### src/rtl/dshot_pkg.sv
// dshot_pkg: DSHOT speed constants, timing fractions, FSM states and CRC shared by the DSHOT encoder and decoder.
package dshot_pkg;
    localparam int unsigned MODE_150   = 150;
    localparam int unsigned MODE_300   = 300;
    localparam int unsigned MODE_600   = 600;
    localparam int unsigned TH_NUM     = 9;
    localparam int unsigned TH_DEN     = 16;
    localparam int unsigned GLITCH_DEN = 8;
    localparam int unsigned GAP_MULT   = 2;
    typedef enum logic [1:0] {ST_IDLE, ST_HIGH, ST_LOW, ST_FLUSH} rx_state_t;
    function automatic int unsigned period_cycles(input int unsigned hz, input int unsigned mode);
        return hz / (mode * 1000);
    endfunction
    function automatic logic mode_ok(input logic [15:0] m);
        return m == 16'(MODE_150) || m == 16'(MODE_300) || m == 16'(MODE_600);
    endfunction
    function automatic logic [3:0] crc4(input logic [15:0] f);
        return f[15:12] ^ f[11:8] ^ f[7:4];
    endfunction
endpackage

### src/rtl/dshot_rx_decoder_if.sv
// dshot_rx_decoder_if: line, speed select and decoded frame/status bundle for the DSHOT receiver.
interface dshot_rx_decoder_if;
    logic        dshot;
    logic [15:0] dshot_mode;
    logic [15:0] value;
    logic [10:0] throttle;
    logic        telemetry;
    logic        valid;
    logic        crc_err;
    logic        frame_err;
    logic        busy;
    modport master (output dshot, dshot_mode, input value, throttle, telemetry, valid, crc_err, frame_err, busy);
    modport slave (input dshot, dshot_mode, output value, throttle, telemetry, valid, crc_err, frame_err, busy);
endinterface

### src/rtl/dshot_input_sync.sv
// dshot_input_sync: 2-FF synchroniser for the asynchronous DSHOT line with rise/fall pulses on the synchronised level.
module dshot_input_sync (
    input  logic clk,
    input  logic rst_n,
    input  logic din,
    output logic level,
    output logic rise,
    output logic fall
);
    logic s1, prev;
    always_ff @(posedge clk or negedge rst_n)
        if (!rst_n) {s1, level, prev} <= '0;
        else {s1, level, prev} <= {din, s1, level};
    assign rise = level & ~prev;
    assign fall = ~level & prev;
endmodule

### src/rtl/dshot_rx_decoder.sv
// dshot_rx_decoder: measures DSHOT bit high times against the latched speed, assembles 16-bit frames and checks the CRC.
module dshot_rx_decoder
    import dshot_pkg::*;
#(
    parameter int unsigned clock_frequency = 72_000_000
) (
    input logic clk,
    input logic rst_n,
    dshot_rx_decoder_if.slave bus
);
    localparam int unsigned P150 = period_cycles(clock_frequency, MODE_150);
    localparam int unsigned P300 = period_cycles(clock_frequency, MODE_300);
    localparam int unsigned P600 = period_cycles(clock_frequency, MODE_600);
    localparam int unsigned CW = $clog2(GAP_MULT * P150 + 1);
    typedef logic [CW-1:0] cnt_t;

    rx_state_t state_q, state_d;
    cnt_t cnt_q, cnt_d, p_q, p_d, th_q, th_d, g_q, g_d, cnt_inc, sel_p, sel_th, sel_g;
    logic [3:0] bits_q, bits_d;
    logic [15:0] sr_q, sr_d, value_d;
    logic valid_d, crc_d, ferr_d, busy_d, level, rise, fall, m150, m300;
    logic [CW:0] cnt_next, gap_lim;

    dshot_input_sync u_sync (.clk(clk), .rst_n(rst_n), .din(bus.dshot), .level(level), .rise(rise), .fall(fall));

    assign m150     = bus.dshot_mode == 16'(MODE_150);
    assign m300     = bus.dshot_mode == 16'(MODE_300);
    assign sel_p    = m150 ? cnt_t'(P150) : m300 ? cnt_t'(P300) : cnt_t'(P600);
    assign sel_th   = m150 ? cnt_t'(P150 * TH_NUM / TH_DEN) : m300 ? cnt_t'(P300 * TH_NUM / TH_DEN) : cnt_t'(P600 * TH_NUM / TH_DEN);
    assign sel_g    = m150 ? cnt_t'(P150 / GLITCH_DEN) : m300 ? cnt_t'(P300 / GLITCH_DEN) : cnt_t'(P600 / GLITCH_DEN);
    assign cnt_inc  = &cnt_q ? cnt_q : cnt_q + 1'b1;
    // value the counter will hold after this cycle, compared against the limits so they fire on reaching them
    assign cnt_next = {1'b0, cnt_q} + 1'b1;
    assign gap_lim  = (CW+1)'(GAP_MULT * p_q);

    always_comb begin
        state_d = state_q;
        cnt_d   = cnt_inc;
        bits_d  = bits_q;
        sr_d    = sr_q;
        p_d     = p_q;
        th_d    = th_q;
        g_d     = g_q;
        value_d = bus.value;
        valid_d = 1'b0;
        crc_d   = 1'b0;
        ferr_d  = 1'b0;
        case (state_q)
            ST_IDLE: if (rise && mode_ok(bus.dshot_mode)) begin
                state_d = ST_HIGH;
                cnt_d   = cnt_t'(1);
                bits_d  = '0;
                p_d     = sel_p;
                th_d    = sel_th;
                g_d     = sel_g;
            end
            ST_HIGH: if (fall) begin
                if (cnt_q < g_q) begin
                    ferr_d  = 1'b1;
                    state_d = ST_FLUSH;
                end else begin
                    sr_d    = {sr_q[14:0], cnt_q >= th_q};
                    bits_d  = bits_q + 4'd1;
                    state_d = bits_q == 4'd15 ? ST_IDLE : ST_LOW;
                    valid_d = bits_q == 4'd15 && crc4(sr_d) == sr_d[3:0];
                    crc_d   = bits_q == 4'd15 && crc4(sr_d) != sr_d[3:0];
                    value_d = valid_d ? sr_d : bus.value;
                end
            end else if (cnt_next >= {1'b0, p_q}) begin
                ferr_d  = 1'b1;
                state_d = ST_FLUSH;
            end
            ST_LOW: if (rise) begin
                state_d = ST_HIGH;
                cnt_d   = cnt_t'(1);
            end else if (cnt_next >= gap_lim) begin
                ferr_d  = 1'b1;
                state_d = ST_FLUSH;
            end
            ST_FLUSH: state_d = level ? ST_FLUSH : ST_IDLE;
            default: state_d = ST_IDLE;
        endcase
        busy_d = state_d == ST_HIGH || state_d == ST_LOW;
    end

    always_ff @(posedge clk or negedge rst_n)
        if (!rst_n) begin
            state_q       <= ST_IDLE;
            cnt_q         <= '0;
            bits_q        <= '0;
            sr_q          <= '0;
            p_q           <= '0;
            th_q          <= '0;
            g_q           <= '0;
            bus.value     <= '0;
            bus.valid     <= 1'b0;
            bus.crc_err   <= 1'b0;
            bus.frame_err <= 1'b0;
            bus.busy      <= 1'b0;
        end else begin
            state_q       <= state_d;
            cnt_q         <= cnt_d;
            bits_q        <= bits_d;
            sr_q          <= sr_d;
            p_q           <= p_d;
            th_q          <= th_d;
            g_q           <= g_d;
            bus.value     <= value_d;
            bus.valid     <= valid_d;
            bus.crc_err   <= crc_d;
            bus.frame_err <= ferr_d;
            bus.busy      <= busy_d;
        end

    assign bus.throttle  = bus.value[15:5];
    assign bus.telemetry = bus.value[4];
endmodule

### src/flat_wrapper.sv
// flat-port wrapper written by rule: the top's interface ports become plain ports
module dshot_rx_decoder_flat import dshot_pkg::*;
#(
    parameter int unsigned clock_frequency = 72_000_000
)
  (clk, rst_n, bus_dshot, bus_dshot_mode, bus_value, bus_throttle, bus_telemetry, bus_valid, bus_crc_err, bus_frame_err, bus_busy);
  dshot_rx_decoder_if bus_i ();
  input logic clk;
  input logic rst_n;
  input wire logic [$bits(bus_i.dshot)-1:0] bus_dshot;
  input wire logic [$bits(bus_i.dshot_mode)-1:0] bus_dshot_mode;
  output wire logic [$bits(bus_i.value)-1:0] bus_value;
  output wire logic [$bits(bus_i.throttle)-1:0] bus_throttle;
  output wire logic [$bits(bus_i.telemetry)-1:0] bus_telemetry;
  output wire logic [$bits(bus_i.valid)-1:0] bus_valid;
  output wire logic [$bits(bus_i.crc_err)-1:0] bus_crc_err;
  output wire logic [$bits(bus_i.frame_err)-1:0] bus_frame_err;
  output wire logic [$bits(bus_i.busy)-1:0] bus_busy;
  assign bus_i.dshot = bus_dshot;
  assign bus_i.dshot_mode = bus_dshot_mode;
  assign bus_value = bus_i.value;
  assign bus_throttle = bus_i.throttle;
  assign bus_telemetry = bus_i.telemetry;
  assign bus_valid = bus_i.valid;
  assign bus_crc_err = bus_i.crc_err;
  assign bus_frame_err = bus_i.frame_err;
  assign bus_busy = bus_i.busy;
  dshot_rx_decoder #(.clock_frequency(clock_frequency)) u_core (.clk(clk), .rst_n(rst_n), .bus(bus_i));
endmodule
### config.mk
export PLATFORM = sky130hd
export DESIGN_NAME = dshot_rx_decoder_flat
export DESIGN_NICKNAME = d
export VERILOG_FILES = /design/src/rtl/dshot_pkg.sv /design/src/rtl/dshot_rx_decoder_if.sv /design/src/rtl/dshot_input_sync.sv /design/src/rtl/dshot_rx_decoder.sv /design/src/flat_wrapper.sv
export SDC_FILE = /design/constraint.sdc
export NUM_CORES = 1
export LEC_CHECK = 0
export CAP_MARGIN = 20
export CORE_ASPECT_RATIO = 1.4
export CORE_MARGIN = 2
export CORE_UTILIZATION = 30
export DETAILED_ROUTE_END_ITERATION = 10
export SETUP_SLACK_MARGIN = 0.2
export SYNTH_ARGS = -nofsm -noshare
export SYNTH_HDL_FRONTEND = slang
export SYNTH_SLANG_ARGS = --single-unit
### constraint.sdc
create_clock -name clk -period 5.51 [get_ports clk]
set_input_delay 1.102 -clock clk [delete_from_list [all_inputs] [get_ports clk]]
set_output_delay 1.102 -clock clk [all_outputs]
set_load 0.01 [all_outputs]
==> summary by stage, run 1 <==
Drt
Summed over all layers, the routed wires come to 7730 um. In the routed layout, each cell is associated on average with a via count of 4.93. The number of nets with antenna violations after routing is 0. The first detailed-routing pass ran for 4 iterations. The number of DRC violations after detailed routing is 0. The via total after detailed routing is between 2000 and 3000. In the final routed layout, each cell accounts on average for around 14 um. After the first detailed-routing iteration, the DRC count stood at 126.

Worst setup path
The largest fanout on the critical path is 7. The biggest cell delay along the critical path is ~0.45 ns. Traced cell by cell, the critical path runs through ha_1, and4_1, and4_1, xor2_1, ha_1, nand3_1, o21bai_1, a31oi_1, or3_1, and2_1, o32a_1, xor2_1. For the worst setup path, the data required time is between 5 and 6 ns. The largest delay contributor family on the critical path is simple AND/OR/NAND/NOR gates. Among all stages on the critical path, the largest delay is contributed by sky130_fd_sc_hd__dfrtp_1. The kind of critical path is reg -> reg. The worst path arrival time is about 3.5 ns. The critical path capture point type is a flip-flop. Counting both buffers and inverters, the worst setup path holds a total of 0. The worst setup path is launched from a flip-flop.

Clocking
The TritonCTS clock tree is done. Once the clock tree was built, the setup fixing pass inserted 0 buffers. The post-cts sizing count is 0. The number of hold buffers added after CTS is 0.

Counting every sink on the clock net gives 60. The worst-skew pair later-pin latency is between 0.3 and 0.4 ns. The maximum buffer depth of the clock tree is 2. The clock root buffer master is sky130_fd_sc_hd__clkbuf_16. The number of clock buffers added by TritonCTS is 9. The clock-pin transition on the worst setup and hold timing paths is roughly 0.05 ns.

The number of H-tree levels is 3.

Yosys
The most instantiated flip-flop cell in the synthesis netlist is sky130_fd_sc_hd__dfrtp_1. The share of the synthesized area in the top cell type is just over 40%. Yosys mapped a number of flops with a built-in enable equal to 0. The Yosys step of the flow raised 0 warnings.

The distinct cell type count after synthesis is 63. The net count after synthesis is 387. The cell count after synthesis is 338. The biggest area contributor in the post-synthesis netlist is sky130_fd_sc_hd__dfrtp_1.

The synthesized netlist occupies a cell area of between 0.003 and 0.004 sq mm. The number of synthesized register bits is 60. The average instance area after synthesis is approximately 11 sq um.

The fraction of registers with async set/reset is 100%. By area the synthesized netlist is led by sky130_fd_sc_hd__dfrtp_1 41%, sky130_fd_sc_hd__ha_1 10%, sky130_fd_sc_hd__mux2_2 6.8%, sky130_fd_sc_hd__mux2_4 4.1%, sky130_fd_sc_hd__xnor2_1 3.6%. The sequential area share after synthesis is slightly above 40%.

Global route
The total global-route track usage is roughly an eighth. The maximum number of pins on one net before global-route repair is between 60 and 70. The via count of the first global-routing pass came to approximately 2600. The number of antenna violations at the first check in global routing is 0.

The overflow left after global routing is 0. The global-route wire length before repair is about 13000 um.

STA
The number of pins with negative max-slew slack in the final report is 0. The share of the clock period used by the worst path after layout is 60.4%. The upper clock frequency limit is 300 MHz. The setup slack after layout is roughly 2.2 ns. The largest clock skew in the final design is approximately 0.0048 ns. The slew at the pin with the worst max-slew slack is ~0.77 ns. The count of endpoints failing hold in the final timing report is 0.

On the final layout, the worst hold slack is around 0.35 ns. The summed negative setup slack over all endpoints is 0 ns. Setup repair after global routing left no endpoint under its margin. Measured against its own limit, the worst slew margin works out to a little under 50%. The final setup violation count is 0. The shortest period the worst path allows is ~3.3 ns.

Place
The wire-length estimate of the detail-placed layout is ~5800 um. Input and output buffers added on the ports amount to 50. After detailed placement, the total cell area comes to 0.00419 sq mm. The placer congestion estimate is 0.892. The worst slack at placement is roughly 2.1 ns. After detailed placement, the design holds a cell count of 519.

Floorplan
The floorplan step defined a core boundary enclosing 0.0118 sq mm. The chip width is a little under 100 um. In this run the count of I/O pins placed on the die edge is just over 50.

Measured along the y axis, the die boundary spans roughly 130 um. The floorplan die area is roughly 0.013 sq mm. The number of rows in the core area is 47. The initial standard-cell utilization of the core is about 31%.

Power and ir drop
Across the VDD grid, the largest voltage drop is between 0.15 and 0.2 mV. Summed over all cells, the static leakage comes to between 2 and 2.5 nW. The overall power consumption is 1.45 mW.

The total power density per cell area is between 300 and 400 mW/mm^2.

Finish
The non-filler instance count after layout is approximately 540. The core occupancy in the finished layout is 38.3%. The number of diodes added for antenna fixing is 0. The finished cells cover between 0.004 and 0.005 sq mm. Of the cells placed in the final design, the portion with a size suffix greater than 1 is approximately 16%. The area growth from synthesis to layout is 24.4%. The number of nets at the end of the flow is between 400 and 500.

Run status
The run finished with clean final reports.

Min path
The type of the tightest min-delay check is reg -> reg.

Run
Max-cap violations in this run came to 0.
==> worst paths after layout <==
path | from | end | slack, ns | depth (start not counted)
setup / recovery | u_core.cnt_q[1] | u_core.bus.busy | 2.18 | 12
hold / removal | u_core.u_sync.s1 | u_core.u_sync.level | 0.35 | 0
setup reg to reg | u_core.cnt_q[1] | u_core.bus.busy | 2.18 | 12
hold reg to reg | u_core.u_sync.s1 | u_core.u_sync.level | 0.35 | 0
max in group asynchronous | rst_n | u_core.bus.crc_err | 4.07 | 2
min in group asynchronous | rst_n | u_core.u_sync.s1 | 0.92 | 2
==> worst register-to-register path, cell delays in order (launching register included) <==
cell                       delay [ns]
sky130_fd_sc_hd__dfrtp_1         0.45
sky130_fd_sc_hd__ha_1            0.25
sky130_fd_sc_hd__and4_1          0.27
sky130_fd_sc_hd__and4_1          0.27
sky130_fd_sc_hd__xor2_1          0.21
sky130_fd_sc_hd__ha_1            0.29
sky130_fd_sc_hd__nand3_1         0.11
sky130_fd_sc_hd__o21bai_1        0.11
sky130_fd_sc_hd__a31oi_1         0.11
sky130_fd_sc_hd__or3_1           0.39
sky130_fd_sc_hd__and2_1          0.20
sky130_fd_sc_hd__o32a_1          0.36
sky130_fd_sc_hd__xor2_1          0.17
==> metal layers <==
layer / track usage, % / routed length [um] / share of wire, % / up-vias
li1: - / - / - / 1295
met1: 14.8 / 3370 / 44 / 1285
met2: 20.2 / 3880 / 50 / 45
met3: 2.66 / 182 / 2.4 / 15
met4: 7.75 / 297 / 3.8 / 0
met5: 0 / 0 / 0 / -
==> cells in the mapped netlist (all sizes together) (2+ instances only) <==
cell type   n
nand2b      3
or3         4
nand4       5
a21o        3
mux2i       2
mux2       32
o21ai      12
and4        4
and4b       2
nor4        3
inv        17
ha         30
a31oi       2
o22a        4
buf        15
and3        3
a211o       2
dfrtp      60
a22o        2
nor3b       4
and2        7
nand3      17
clkbuf      3
xnor2      15
a21oi      15
nand2      20
nor3        5
nor2       21
xor2        7
o21a        2
==> final cells by class <==
cell class | count | area (sq um)
Fill cell | 1125 | 7290
Tap cell | 147 | 184
Inverter | 17 | 63.8
Clock buffer | 11 | 253
Timing Repair Buffer | 52 | 510
Multi-Input combinational cell | 243 | 1930
Sequential cell | 60 | 1500
Clock inverter | 5 | 83.8
==> cell usage in the layout, fill, tap and decap left out, types with 4 or more instances in the layout <==
cell type,count
sky130_fd_sc_hd__dfrtp_1,60
sky130_fd_sc_hd__clkdlybuf4s50_1,49
sky130_fd_sc_hd__ha_1,30
sky130_fd_sc_hd__mux2_2,22
sky130_fd_sc_hd__nor2_1,20
sky130_fd_sc_hd__nand2_1,20
sky130_fd_sc_hd__inv_1,17
sky130_fd_sc_hd__nand3_1,16
sky130_fd_sc_hd__xnor2_1,15
sky130_fd_sc_hd__a21oi_1,14
sky130_fd_sc_hd__o21ai_0,10
sky130_fd_sc_hd__mux2_4,10
sky130_fd_sc_hd__clkbuf_16,9
sky130_fd_sc_hd__xor2_1,7
sky130_fd_sc_hd__and2_1,6
sky130_fd_sc_hd__nand4_1,5
sky130_fd_sc_hd__nor3_1,5
sky130_fd_sc_hd__nor3b_1,4
sky130_fd_sc_hd__or3_1,4
==> logic make-up (layout without fill, tap and decap cells) <==
group,Yosys count,in the layout,share of synthesized area (%)
AND/OR/NAND/NOR,104,104,16.2
flip-flops,60,60,41.2
AO/OA/AOI/OAI,53,53,9.79
buffers and inverters,35,85,5.67
multiplexers,34,34,11.5
adder cells (fa/ha/maj),30,30,10.3
XOR/XNOR,22,22,5.29
==> power by group <==
group | switching [mW] | total, mW | internal (mW)
clock | 0.198 | 0.618 | 0.420
sequential | 0.0500 | 0.527 | 0.477
combinational | 0.166 | 0.301 | 0.135
==> state kept, by name, indices dropped and copies added (netlist names), 2 cells and up <==
| name | count |
|---|---|
| u_core.state_q | 2 |
| u_core.cnt_q | 10 |
| u_core.sr_q | 15 |
| u_core.bus.value | 16 |
| u_core.bits_q | 4 |
| u_core.th_q | 6 |
Power figures use the tool's default switching activity.
==> run 2: changes to the inputs <==
==> constraint.sdc (replaced) <==
create_clock -name clk -period 3.3 [get_ports clk]
set_input_delay 0.66 -clock clk [delete_from_list [all_inputs] [get_ports clk]]
set_output_delay 0.66 -clock clk [all_outputs]
set_load 0.01 [all_outputs]
==> summary by stage, run 2 (synthesis gave the netlist of run 1 again) <==
Run status
The run finished with clean final reports.

Place
The worst slack at placement came to 0.0707 ns (-2.02 ns). The placer congestion estimate is 0.909 (+1.9%). The port buffer count was 50 (unchanged). The HPWL after detailed placement is 6030 um (+4.6%).

Finish
The area growth from synthesis to layout is 29.3%. The share of layout cells above drive strength 1 is 21.4% (+4.9 points). The total area of multi-input combinational cells was 0.00204 sq mm (+5.6%). The footprint of the flip-flops and latches is 0.00150 sq mm (unchanged). The number of diodes added for antenna fixing was 0 (unchanged).

The top register by number of flip-flops is u_core.bus.value. In the final layout, the registers with the most flip-flops are u_core.bus.value: 16 flops, u_core.sr_q: 15 flops, u_core.cnt_q: 10 flops. The number of filler instances in the final layout is 1123 (-0.18%). The number of nets at the end of the flow is 441 (+2.1%). The library cell used most frequently in the layout, excluding fill and tap cells, is sky130_fd_sc_hd__dfrtp_1. The number of flip-flops under the largest register name is 16 (unchanged). The top cell types in the final layout, fill and taps aside, are 60 x sky130_fd_sc_hd__dfrtp_1, 49 x sky130_fd_sc_hd__clkdlybuf4s50_1, 28 x sky130_fd_sc_hd__ha_1.

Worst setup path
The worst setup path is captured at a flip-flop. The startpoint identified for the worst register-to-register timing path is u_core.cnt_q[1]. The worst path arrival time is 3.23 ns (-0.29 ns). Traced cell by cell, the critical path runs through buf_4, and3_4, nand3_4, nor2_4, xor2_2, ha_1, nand3_1, o21bai_1, a31oi_1, or3_4, and2_1, o32a_1, xor2_1. The critical path data required time is 3.50 ns (-2.20 ns). The slowest stage of the critical path is the sky130_fd_sc_hd__or3_4 cell.

The critical path launch point type is a flip-flop. The biggest cell delay along the critical path is 0.40 ns (-0.05 ns). The first element of the critical path is u_core.cnt_q[1].

The largest fanout on the critical path is 6 (-1). The critical path is of the reg -> reg type.

STA
The shortest period the worst path allows is 3.03 ns (-0.302 ns). The slew at the pin with the worst max-slew slack is 0.772 ns (+0.00240 ns). The share of the clock period used by the worst path after layout was 91.7% (+31 points). The relative max-transition margin is 48.5% (-0.16 points). The final setup violation count is 0 (unchanged).

Setup repair after global routing left no endpoint under its margin. The setup slack after layout is 0.273 ns (-1.91 ns). The summed negative setup slack over all endpoints is 0 ns (unchanged). The upper clock frequency limit was 330 MHz (+10%). The number of pins with negative max-slew slack in the final report was 0 (unchanged).

The count of endpoints failing hold in the final timing report is 0 (unchanged). The largest clock skew in the final design is 0.00424 ns (-0.000560 ns).

Global route
The overflow left after global routing was 0 (unchanged). The maximum number of pins on one net before global-route repair came to 61 (unchanged). The via count of the first global-routing pass is 2809 (+7.7%). The number of antenna violations at the first check in global routing is 0 (unchanged). The global-route wire length before repair came to 13700 um (+7.7%). The total global-route track usage is 13.1% (+0.78 points).

Power and ir drop
The total power density per cell area is 536 mW/mm^2 (+68%). The maximum vdd ir drop came to 0.280 mV (+75%). The overall power consumption is 2.53 mW (+75%). The leakage power of the design is 2.19 nW (+3.3%).

Min path
In this run the most critical hold path is launched from u_core.u_sync.s1. The type of the tightest min-delay check is reg -> reg.

Clocking
The number of H-tree levels came to 3 (unchanged). The clock-pin transition on the worst setup and hold timing paths is 0.05 ns (about the same). The total CTS buffers is 9 (unchanged).

The number of hold buffers added after CTS is 0 (unchanged). The TritonCTS clock tree is done. The clock root buffer master is sky130_fd_sc_hd__clkbuf_16.

The worst-skew pair later-pin latency is 0.33 ns (about the same). The clock sink total came to 60 (unchanged). The maximum buffer depth of the clock tree is 2 (unchanged).

Drt
The average wire length per cell after detail routing was 15.2 um (+5.4%). The number of DRC violations after detailed routing came to 0 (unchanged). The via total after detailed routing came to 2722 (+3.1%). The detail-routed via count per cell came to 5.00 (+1.4%). The total iterations of the first detailed-routing run was 4 (unchanged). The initial DRC count is 71 (-44%). The number of nets with antenna violations after routing is 0 (unchanged). The total routed wirelength is 8280 um (+7.2%).

Floorplan
The count of boundary I/O pins is 51 (unchanged). The initial standard-cell utilization of the core is 30.8% (unchanged). The die extent in y is 134 um (unchanged). The floorplan die area is 0.0130 sq mm (unchanged).

The placeable core region came to 0.0118 sq mm (unchanged). The number of rows in the core area is 47 (unchanged). The chip width is 97.1 um (unchanged).

Run
The number of max-capacitance violations reported was 0 (unchanged).
## run 2: cell count changes in the layout (fill, tap and decap cells not counted), sizes merged
cell	delta
clkinvlp	-1
bufinv	+1
inv	+1
clkbuf	-1
buf	+9
## run 2: final timing paths
check                      slack (ns)  cells after the start             endpoint
max                              0.27                     13      u_core.bus.busy
min                              0.35                      0  u_core.u_sync.level
max reg2reg                      0.27                     13      u_core.bus.busy
min reg2reg                      0.35                      0  u_core.u_sync.level
max in group asynchronous        2.30                      2       u_core.sr_q[7]
min in group asynchronous        0.48                      2     u_core.u_sync.s1
## run 2: repair_timing
action,in CTS,in global routing
endpoints found under the setup margin,1,1
setup buffers,1,1
gates resized for setup,7,11
pin swaps,1,2
## run 2: critical path, delay by kind of cell (launching register included)
family | cells | cell delay (ns)
adders and majority gates | 1 | 0.27
DFF | 1 | 0.39
xor gates and xnor gates | 2 | 0.36
and+or+nand+nor | 6 | 1.15
AOI/OAI and AO/OA | 3 | 0.58
buffers and inverters | 1 | 0.16
## run 2: metrics by stage
stage / utilization (%) / hold slack [ns] / instance area (sq um) / cells
3_5_place_dp: 35.9 / 0.350 / 4250 / 526
2_1_floorplan: - / 0.331 / 3640 / 338
3_3_place_gp: 35.9 / 0.340 / 4250 / 526
6_report: 39.8 / 0.355 / 4710 / 544
4_1_cts: 39.1 / 0.362 / 4620 / 543
5_1_grt: 39.8 / 0.371 / 4710 / 544
## run 2: layout make-up
cell class / count / area share, %
clock buffers: 10 / 4.86
clock inverters: 6 / 2.36
inverters: 17 / 1.35
multi-input cells: 243 / 43.4
flip-flops and latches: 60 / 31.9
well taps: 147 / 3.91
repair buffers: 61 / 12.3
## run 2: report_power, final
part | total (mW) | internal, mW | switching (mW)
Sequential | 0.856 | 0.797 | 0.0589
Clock | 1.07 | 0.738 | 0.333
Combinational | 0.599 | 0.266 | 0.333
Total | 2.53 | 1.80 | 0.725
## run 2: per-layer routing
layer	GRT usage, %	vias up	wire length (um)
met4	7.59	0	194
met1	15.2	1344	3540
met2	22.9	51	4340
met3	2.14	12	212
li1	-	1315	-
met5	0	-	0
